### src/rtl/demux_pkg.sv
// demux_pkg: channel constants and default widths shared by the 1:4 demux and the 4:1 mux.
package demux_pkg;
  localparam int NUM_CH = 4;
  localparam int SEL_W = 2;
  localparam int DEF_WIDTH = 8;
  localparam int DEF_CNT_W = 16;
  typedef logic [SEL_W-1:0] sel_t;
  localparam sel_t CH_A = 2'b00;
  localparam sel_t CH_B = 2'b01;
  localparam sel_t CH_C = 2'b10;
  localparam sel_t CH_D = 2'b11;
endpackage

### src/rtl/demux4_stream_if.sv
// demux4_stream_if: input stream, four output channels and per-channel beat counters.
interface demux4_stream_if
  import demux_pkg::*;
#(
  parameter int WIDTH = DEF_WIDTH,
  parameter int CNT_W = DEF_CNT_W
) ();
  logic [WIDTH-1:0] in_data;
  sel_t in_sel;
  logic in_valid;
  logic in_ready;
  logic [NUM_CH*WIDTH-1:0] out_data;
  logic [NUM_CH-1:0] out_valid;
  logic [NUM_CH-1:0] out_ready;
  logic [NUM_CH*CNT_W-1:0] beat_cnt;
  modport slave (
    input in_data, in_sel, in_valid, out_ready,
    output in_ready, out_data, out_valid, beat_cnt
  );
  modport master (
    output in_data, in_sel, in_valid, out_ready,
    input in_ready, out_data, out_valid, beat_cnt
  );
endinterface

### src/rtl/demux_slot.sv
// demux_slot: one-entry output buffer with a delivered-beat counter for a single channel.
module demux_slot #(
  parameter int WIDTH = 8,
  parameter int CNT_W = 16
) (
  input  logic             clk,
  input  logic             rst,
  input  logic             i_load,
  input  logic [WIDTH-1:0] i_ld_data,
  input  logic             i_out_ready,
  output logic             o_out_valid,
  output logic [WIDTH-1:0] o_out_data,
  output logic [CNT_W-1:0] o_cnt,
  output logic             o_full_n
);
  logic r_valid;
  logic [WIDTH-1:0] r_data;
  logic [CNT_W-1:0] r_cnt;
  logic w_drain;
  assign w_drain = r_valid && i_out_ready;
  // A draining buffer can take a new beat in the same cycle, giving zero-bubble streaming.
  assign o_full_n = !r_valid || i_out_ready;
  assign o_out_valid = r_valid;
  assign o_out_data = r_data;
  assign o_cnt = r_cnt;
  always_ff @(posedge clk) begin
    if (rst) begin
      r_valid <= 1'b0;
      r_data <= '0;
      r_cnt <= '0;
    end else begin
      if (i_load) begin
        r_valid <= 1'b1;
        r_data <= i_ld_data;
      end else if (w_drain) begin
        r_valid <= 1'b0;
      end
      if (w_drain) r_cnt <= r_cnt + 1'b1;
    end
  end
endmodule

### src/rtl/demux4_stream.sv
// demux4_stream: registered 1-to-4 stream demultiplexer with per-channel buffering and counters.
module demux4_stream
  import demux_pkg::*;
#(
  parameter int WIDTH = DEF_WIDTH,
  parameter int CNT_W = DEF_CNT_W
) (
  input logic clk,
  input logic rst,
  demux4_stream_if.slave s_bus
);
  logic [NUM_CH-1:0] w_full_n;
  logic [NUM_CH-1:0] w_load;
  logic [NUM_CH-1:0] w_valid;
  logic [WIDTH-1:0] w_data [NUM_CH];
  logic [CNT_W-1:0] w_cnt [NUM_CH];
  logic w_accept;
  // Only the addressed channel's occupancy gates the input, so a stalled channel blocks nothing else.
  assign s_bus.in_ready = !rst && w_full_n[s_bus.in_sel];
  assign w_accept = s_bus.in_valid && s_bus.in_ready;
  assign s_bus.out_valid = w_valid;
  for (genvar k = 0; k < NUM_CH; k++) begin : g_slot
    assign w_load[k] = w_accept && (s_bus.in_sel == sel_t'(k));
    demux_slot #(
      .WIDTH(WIDTH),
      .CNT_W(CNT_W)
    ) u_slot (
      .clk        (clk),
      .rst        (rst),
      .i_load     (w_load[k]),
      .i_ld_data  (s_bus.in_data),
      .i_out_ready(s_bus.out_ready[k]),
      .o_out_valid(w_valid[k]),
      .o_out_data (w_data[k]),
      .o_cnt      (w_cnt[k]),
      .o_full_n   (w_full_n[k])
    );
    assign s_bus.out_data[k*WIDTH +: WIDTH] = w_data[k];
    assign s_bus.beat_cnt[k*CNT_W +: CNT_W] = w_cnt[k];
  end
endmodule
### src/flat_wrapper.sv
// flat-port wrapper written by rule: the top's interface ports become plain ports
module demux4_stream_flat import demux_pkg::*;
#(
  parameter int WIDTH = DEF_WIDTH,
  parameter int CNT_W = DEF_CNT_W
)
  (clk, rst, s_bus_in_data, s_bus_in_sel, s_bus_in_valid, s_bus_out_ready, s_bus_in_ready, s_bus_out_data, s_bus_out_valid, s_bus_beat_cnt);
  demux4_stream_if #(.WIDTH(WIDTH), .CNT_W(CNT_W)) s_bus_i ();
  input logic clk;
  input logic rst;
  input wire logic [$bits(s_bus_i.in_data)-1:0] s_bus_in_data;
  input wire logic [$bits(s_bus_i.in_sel)-1:0] s_bus_in_sel;
  input wire logic [$bits(s_bus_i.in_valid)-1:0] s_bus_in_valid;
  input wire logic [$bits(s_bus_i.out_ready)-1:0] s_bus_out_ready;
  output wire logic [$bits(s_bus_i.in_ready)-1:0] s_bus_in_ready;
  output wire logic [$bits(s_bus_i.out_data)-1:0] s_bus_out_data;
  output wire logic [$bits(s_bus_i.out_valid)-1:0] s_bus_out_valid;
  output wire logic [$bits(s_bus_i.beat_cnt)-1:0] s_bus_beat_cnt;
  assign s_bus_i.in_data = s_bus_in_data;
  assign s_bus_i.in_sel = s_bus_in_sel;
  assign s_bus_i.in_valid = s_bus_in_valid;
  assign s_bus_i.out_ready = s_bus_out_ready;
  assign s_bus_in_ready = s_bus_i.in_ready;
  assign s_bus_out_data = s_bus_i.out_data;
  assign s_bus_out_valid = s_bus_i.out_valid;
  assign s_bus_beat_cnt = s_bus_i.beat_cnt;
  demux4_stream #(.WIDTH(WIDTH), .CNT_W(CNT_W)) u_core (.clk(clk), .rst(rst), .s_bus(s_bus_i));
endmodule
### config.mk
export PLATFORM = sky130hd
export DESIGN_NAME = demux4_stream_flat
export DESIGN_NICKNAME = d
export VERILOG_FILES = /design/src/rtl/demux_pkg.sv /design/src/rtl/demux4_stream_if.sv /design/src/rtl/demux_slot.sv /design/src/rtl/demux4_stream.sv /design/src/flat_wrapper.sv
export SDC_FILE = /design/constraint.sdc
export NUM_CORES = 1
export LEC_CHECK = 0
export ABC_AREA = 1
export BUFFER_PORTS_ARGS = -buffer_cell sky130_fd_sc_hd__buf_2
export CAP_MARGIN = 20
export CORE_UTILIZATION = 53
export CTS_CLUSTER_SIZE = 30
export DETAILED_ROUTE_END_ITERATION = 8
export GPL_TIMING_DRIVEN = 0
export PLACE_DENSITY = 0.79
export SLEW_MARGIN = 20
export SYNTH_ARGS = -nofsm -noshare
export SYNTH_HDL_FRONTEND = slang
export SYNTH_SLANG_ARGS = --single-unit
### constraint.sdc
create_clock -name clk -period 1.7 [get_ports clk]
set_input_delay 0.255 -clock clk [delete_from_list [all_inputs] [get_ports clk]]
set_output_delay 0.255 -clock clk [all_outputs]
set_load 0.01 [all_outputs]
==> results of run 1 <==
## layer usage
metal	vias up	share of wire [%]	track usage (%)
li1	2588	-	-
met1	2261	44	32.0
met2	158	49	44.4
met3	21	5.7	4.75
met4	0	1.7	8.73
met5	-	0	0
## cell type report
cell class	instances	share of cell area, %
Buffer	22	2.44
Clock buffer	11	2.36
Clock inverter	5	1.42
Inverter	156	9.76
Multi-Input combinational cell	470	38.2
Sequential cell	100	33.4
Tap cell	111	2.32
Timing Repair Buffer	119	10.1
## cells by family after synthesis
kind of cell,Yosys count,synth area share [%]
adder cells (fa/ha/maj),4,1.00
XOR/XNOR,2,0.351
AND/OR/NAND/NOR,383,35.4
flip-flops,100,40.2
buffers and inverters,178,14.7
AO/OA/AOI/OAI,81,8.46
## layout by cell type, fill, tap and decap left out, types with 4 or more instances in the layout
master / Yosys / routed
nand2_2: 4 / 4
inv_1: 151 / 151
a31oi_1: 5 / 5
nor3_1: 17 / 16
buf_2: 3 / 119
dfxtp_1: 100 / 98
clkbuf_8: 0 / 10
clkbuf_1: 6 / 7
o21ai_0: 30 / 30
inv_2: 5 / 5
nand4_1: 43 / 43
nor2_2: 0 / 6
ha_1: 4 / 4
nand4_4: 4 / 4
nand3_1: 23 / 23
a21oi_1: 39 / 39
nand2_1: 164 / 164
nor2_4: 5 / 6
buf_4: 9 / 12
nor2_1: 115 / 108
## repair_timing
| action | 4_1_cts | 5_1_grt |
|---|---|---|
| endpoints found under the setup margin | 2 | 13 |
| buffers inserted | 1 | 2 |
| pin swaps | 1 | 1 |
| gates resized for setup | 3 | 10 |
## stage by stage
stage,total power (µW),utilization [%]
global route,4660,65.2
floorplan,2690,-
detailed placement,2820,62.0
CTS,4520,64.7
finish,4500,65.2
global placement,2810,62.0
## sequential cells by signal (all words and copies together), names as in the netlist
name	count
u_core.g_slot.u_slot.o_cnt	64
u_core.g_slot.u_slot.o_out_data	32
u_core.g_slot.u_slot.o_out_valid	4
## worst min-delay path: cells and delay by family
kind / cells / cell delay (ns)
AOI/OAI and AO/OA: 1 / 0.05
buffers and inverters: 2 / 0.15
and+or+nand+nor: 1 / 0.05
## worst max path at each step
stage	slack (ns)	to	startpoint
floorplan	0.22	u_core.g_slot[0].u_slot.o_cnt[10]	u_core.g_slot[0].u_slot.o_cnt[0]
global placement	0.05	u_core.g_slot[0].u_slot.o_cnt[1]	rst
detailed placement	0.0007	u_core.g_slot[0].u_slot.o_cnt[10]	u_core.g_slot[0].u_slot.o_cnt[0]
CTS	0.002	s_bus_in_ready	u_core.g_slot[2].u_slot.o_out_valid
global route	0.002	s_bus_in_ready	u_core.g_slot[2].u_slot.o_out_valid
finish	0.07	s_bus_in_ready	u_core.g_slot[0].u_slot.o_out_valid
## where the power goes
part	internal [µW]	switching [µW]
Sequential	2370	19.7
Combinational	135	248
Clock	877	842
==> metrics.cfg, run 1 <==
[status]
status = complete, no violations

[route]
firstDrtPassIters = 5
wl_um = 12500
drt_iter0_markers = 217
drtAntennaViolNets = 0
route.detailed.drc = 0
wl_per_cell_um = 12.6
routed_via_density = 5.06
vias = 5028

[logic_synthesis]
ys_async_sr_fraction_pct = 0
yosys.area.top_type = dfxtp_1
yosysMostFrequentCell = nand2_1
synth.top_cell.area_share_pct = 40.2
ys.flop_type = dfxtp_1
synth_common_cells = 164 x nand2_1, 151 x inv_1, 115 x nor2_1
syn_area_mm2 = 0.00499
ys_ff_latch = 100
synth_warnings = 0
synth_edf_count = 0
syn-num-nets = 769
post_synth.cell_area_avg_um2 = 6.67
netlist_instances = 748
synth.area.top_cells = dfxtp_1 40%, nand2_1 12%, inv_1 11%, nor2_1 8.7%, nand4_1 5.4%
yosys.cell_types.count = 32
yosysSeqAreaShare_pct = 40.2

[power_and_ir_drop]
leakage_uw = 0.00290
irDropWorstVdd_uv = 432
pwr_density_cell_mw_per_mm2 = 749

[min_path]
min-delay-start = s_bus_out_ready[0]
min_to = u_core.g_slot[0].u_slot.o_out_valid
hold_class = input pin to flip-flop
hold_depth = 4

[global_route]
track_usage_pct = 25.6
grt_remaining_overflow = 0
grt_max_degree = 17
grt_pass1_wl_um = 20300
antenna_found_initial = 0
grt_pass1_vias = 4487

[worst_setup_path]
path_class = flip-flop to output port
r2r-end = u_core.g_slot[0].u_slot.o_cnt[10]
reg2reg_slack_ns = 0.18
path_delay_family = simple AND/OR/NAND/NOR gates
crit_buf_inv = 3
r2r_cells = 8
critPathCaptureType = output port
arrival_ns = 1.37
cp_cell_sequence = inv_1 -> nor2_2 -> nand2_2 -> nand3_4 -> nor2_4 -> buf_6 -> buf_2
startpoint_type = flip-flop
crit_required_ns = 1.44
crit_fanout = 5
r2r_start = u_core.g_slot[0].u_slot.o_cnt[0]
cp_slowest_cell = dfxtp_2
worst-path-stages = 7
max_stage_delay_ns = 0.35

[timing]
timing.final.ws_setup_ns = 0.0746
whs_ns = 0.194
hold_violations = 0
min_period_ns = 1.63
rsz0062_at_grt = false
maxSlewViolCount = 0
fin_crit_sh_pct = 95.6
tns_ns = 0
fin_skew_ns = 0.0109
max_freq_ghz = 0.615
relSlewSlack_pct = 51.9
setup_viol = 0
worst_pin_slew_ns = 0.721

[clock_tree]
numCtsBuffers = 9
cts_tree = done
clockBufferDepth = 2
cts_hold_buf = 0
path_clk_slew_ns = 0.09
cts_max_level = 3
root_buffer = clkbuf_8
cts_sinks = 100
insertion_delay_ns = 0.36

[floorplanning]
core_region_area_mm2 = 0.00920
die_h_um = 99.0
die-area_mm2 = 0.00980
die_w_um = 99.0
row_count = 35
pin_count = 118
initial_core_util_pct = 54.2

[finish]
antenna_cells = 0
fill_cells = 846
syn2layout_area_growth_pct = 20.3
multi_input_area_mm2 = 0.00229
final_cells = 994
seq_area_mm2 = 0.00200
final_nets = 899
final_design_area_no_fill_mm2 = 0.00600
drive_gt1_share_pct = 20.6

[place]
dp_cells = 975
dpl_cell_area_mm2 = 0.00571
gp_congestion = 0.867
place.port_buffers = 116
dpl.hpwl_um = 9120
place_ws_ns = 0.000653

[job]
maxCapViolCount = 0

(Power assumes the default switching activity.)
==> inputs of run 2 (changes only) <==
Settings changed: GPL_TIMING_DRIVEN 0 to default, SLEW_MARGIN 20 to default.
==> run 2 against run 1 <==
  * Via count grew 0.20%
  * Sequential power is essentially flat
  * Design area shrank 1.1%
  * Total power shrank 3.7%
  * First-iteration DRC count grew 21%
  * Maximum frequency grew 1.3%
  * Non-clock buffer count shrank 6
  * Critical path type unchanged
==> metrics.cfg, run 2 (synthesized netlist as in run 1, its figures left out) <==
[timing]
rsz0062_at_grt = false  ; unchanged
setup_viol = 0  ; unchanged
min_period_ns = 1.60  ; was 1.63 ns
fin_crit_sh_pct = 94.3  ; was 95.6%
hold_violations = 0  ; unchanged
worst_pin_slew_ns = 0.472  ; was 0.721 ns
fin_skew_ns = 0.0175  ; was 0.0109 ns
tns_ns = 0  ; unchanged
maxSlewViolCount = 0  ; unchanged
max_freq_ghz = 0.623  ; was 0.615 GHz
relSlewSlack_pct = 68.3  ; was 51.9%

[clock_tree]
root_buffer = clkbuf_8  ; unchanged
numCtsBuffers = 9  ; unchanged
insertion_delay_ns = 0.36  ; about the same
cts_max_level = 3  ; unchanged
cts_tree = done  ; unchanged
cts_hold_buf = 0  ; unchanged
path_clk_slew_ns = 0.08  ; was 0.09 ns
cts_sinks = 100  ; unchanged
clockBufferDepth = 2  ; unchanged

[route]
drtAntennaViolNets = 0  ; unchanged
wl_per_cell_um = 12.5  ; was 12.6 µm
routed_via_density = 5.10  ; was 5.06
vias = 5038  ; was 5028
route.detailed.drc = 0  ; unchanged
wl_um = 12400  ; was 12500 µm
drt_iter0_markers = 263  ; was 217
firstDrtPassIters = 6  ; was 5

[power_and_ir_drop]
leakage_uw = 0.00287  ; was 0.00290 µW
irDropWorstVdd_uv = 449  ; was 432 µV
pwr_density_cell_mw_per_mm2 = 730  ; was 749 mW/mm²

[worst_setup_path]
crit_required_ns = 1.44  ; about the same
crit_fanout = 6  ; was 5
path_class = flip-flop to output port  ; unchanged
arrival_ns = 1.35  ; was 1.37 ns
startpoint = u_core.g_slot[0].u_slot.o_out_valid  ; unchanged
critPathCaptureType = output port  ; unchanged
r2r-end = u_core.g_slot[1].u_slot.o_cnt[15]  ; was u_core.g_slot[0].u_slot.o_cnt[10]
r2r_cells = 7  ; was 8
crit_path_end = s_bus_in_ready  ; unchanged
startpoint_type = flip-flop  ; unchanged
r2r_start = u_core.g_slot[1].u_slot.o_out_valid  ; was u_core.g_slot[0].u_slot.o_cnt[0]
reg2reg_slack_ns = 0.13  ; was 0.18 ns

[place]
place.port_buffers = 117  ; was 116
gp_congestion = 0.866  ; was 0.867
dpl.hpwl_um = 9030  ; was 9120 µm

[finish]
syn2layout_area_growth_pct = 18.9  ; was 20.3%
fill_cells = 832  ; was 846
final_nets = 893  ; was 899
drive_gt1_share_pct = 20.4  ; was 20.6%
final_cell_mix = 164 x nand2_1, 149 x inv_1, 117 x buf_2  ; was 164 x nand2_1, 151 x inv_1, 119 x buf_2
antenna_cells = 0  ; unchanged
final_common_cell = nand2_1  ; unchanged
largest_reg_flops = 64  ; unchanged
final_core_util_pct = 64.5  ; was 65.2%

[floorplanning]
initial_core_util_pct = 54.2  ; unchanged
die_h_um = 99.0  ; unchanged
pin_count = 118  ; unchanged
die-area_mm2 = 0.00980  ; unchanged
row_count = 35  ; unchanged
core_region_area_mm2 = 0.00920  ; unchanged
die_w_um = 99.0  ; unchanged

[global_route]
track_usage_pct = 24.8  ; was 25.6%
grt_remaining_overflow = 0  ; unchanged
grt_pass1_wl_um = 19800  ; was 20300 µm
grt_max_degree = 46  ; was 17
grt_pass1_vias = 4480  ; was 4487
antenna_found_initial = 0  ; unchanged

[status]
status = complete, no violations  ; unchanged

[min_path]
hold_class = input pin to flip-flop  ; unchanged

[job]
maxCapViolCount = 0  ; unchanged

## run 2: cell types whose count changed in the layout (fill, tap and decap cells not counted), sizes merged
cell,change
buf,+1
inv,+1
bufinv,-1
clkbuf,-7
## run 2: area by class of cell
cell class	count	area, µm²	share of cell area [%]
clock buffer	11	141	2.38
clock inverter	5	60.1	1.01
inverter	156	586	9.87
multi-input combinational	470	2270	38.2
sequential	100	2000	33.8
tap	111	139	2.34
timing repair buffer	135	733	12.4
## run 2: worst min path at each step
stage	endpoint	slack [ns]	cells past startpoint	startpoint
floorplan	u_core.g_slot[2].u_slot.o_out_valid	0.42	3	s_bus_out_ready[2]
global placement	u_core.g_slot[3].u_slot.o_cnt[6]	0.46	2	u_core.g_slot[3].u_slot.o_cnt[6]
detailed placement	u_core.g_slot[3].u_slot.o_cnt[6]	0.46	2	u_core.g_slot[3].u_slot.o_cnt[6]
CTS	u_core.g_slot[0].u_slot.o_out_valid	0.18	4	s_bus_out_ready[0]
global route	u_core.g_slot[0].u_slot.o_out_valid	0.18	4	s_bus_out_ready[0]
finish	u_core.g_slot[0].u_slot.o_out_valid	0.19	4	s_bus_out_ready[0]
## run 2: report_power, final
| part | total, µW | switching (µW) | internal [µW] |
|---|---|---|---|
| Sequential | 2390 | 20.3 | 2370 |
| Clock | 1560 | 834 | 728 |
| Combinational | 374 | 241 | 133 |
## run 2: worst max-delay path, cell delays in order, from the launching register on
cell	delay, ns
dfxtp_2	0.34
inv_1	0.05
nor2_2	0.12
nand2_2	0.10
nand3_2	0.10
nor2_4	0.05
buf_12	0.12
buf_2	0.13
## run 2: metal layers
| layer | GRT usage, % | part of all wire (%) | vias to the layer above |
|---|---|---|---|
| met5 | 0 | 0 | - |
| met4 | 8.96 | 1.8 | 0 |
| met3 | 4.75 | 5.9 | 20 |
| met2 | 43.2 | 49 | 193 |
| met1 | 30.5 | 44 | 2259 |
| li1 | - | - | 2566 |
## run 2: through the flow
stage | total power (µW) | hold WS [ns] | instances | area [µm²] | setup slack, ns
after detailed placement | 2800 | 0.463 | 967 | 5670 | 0.180
after global placement | 2790 | 0.456 | 967 | 5670 | 0.262
after CTS | 4350 | 0.176 | 984 | 5890 | 0.00898
after global routing | 4520 | 0.180 | 988 | 5930 | 0.0128
final | 4330 | 0.186 | 988 | 5930 | 0.0961
after floorplan | 2690 | 0.418 | 748 | 4990 | 0.218
## run 2: timing repair
item / 4_1_cts / 5_1_grt
gates resized for setup: 3 / 4
cloned: 0 / 0
pin swaps: 1 / 1
hold endpoints to repair: 0 / 0
endpoints found under the setup margin: 1 / 2
setup buffers: 1 / 4
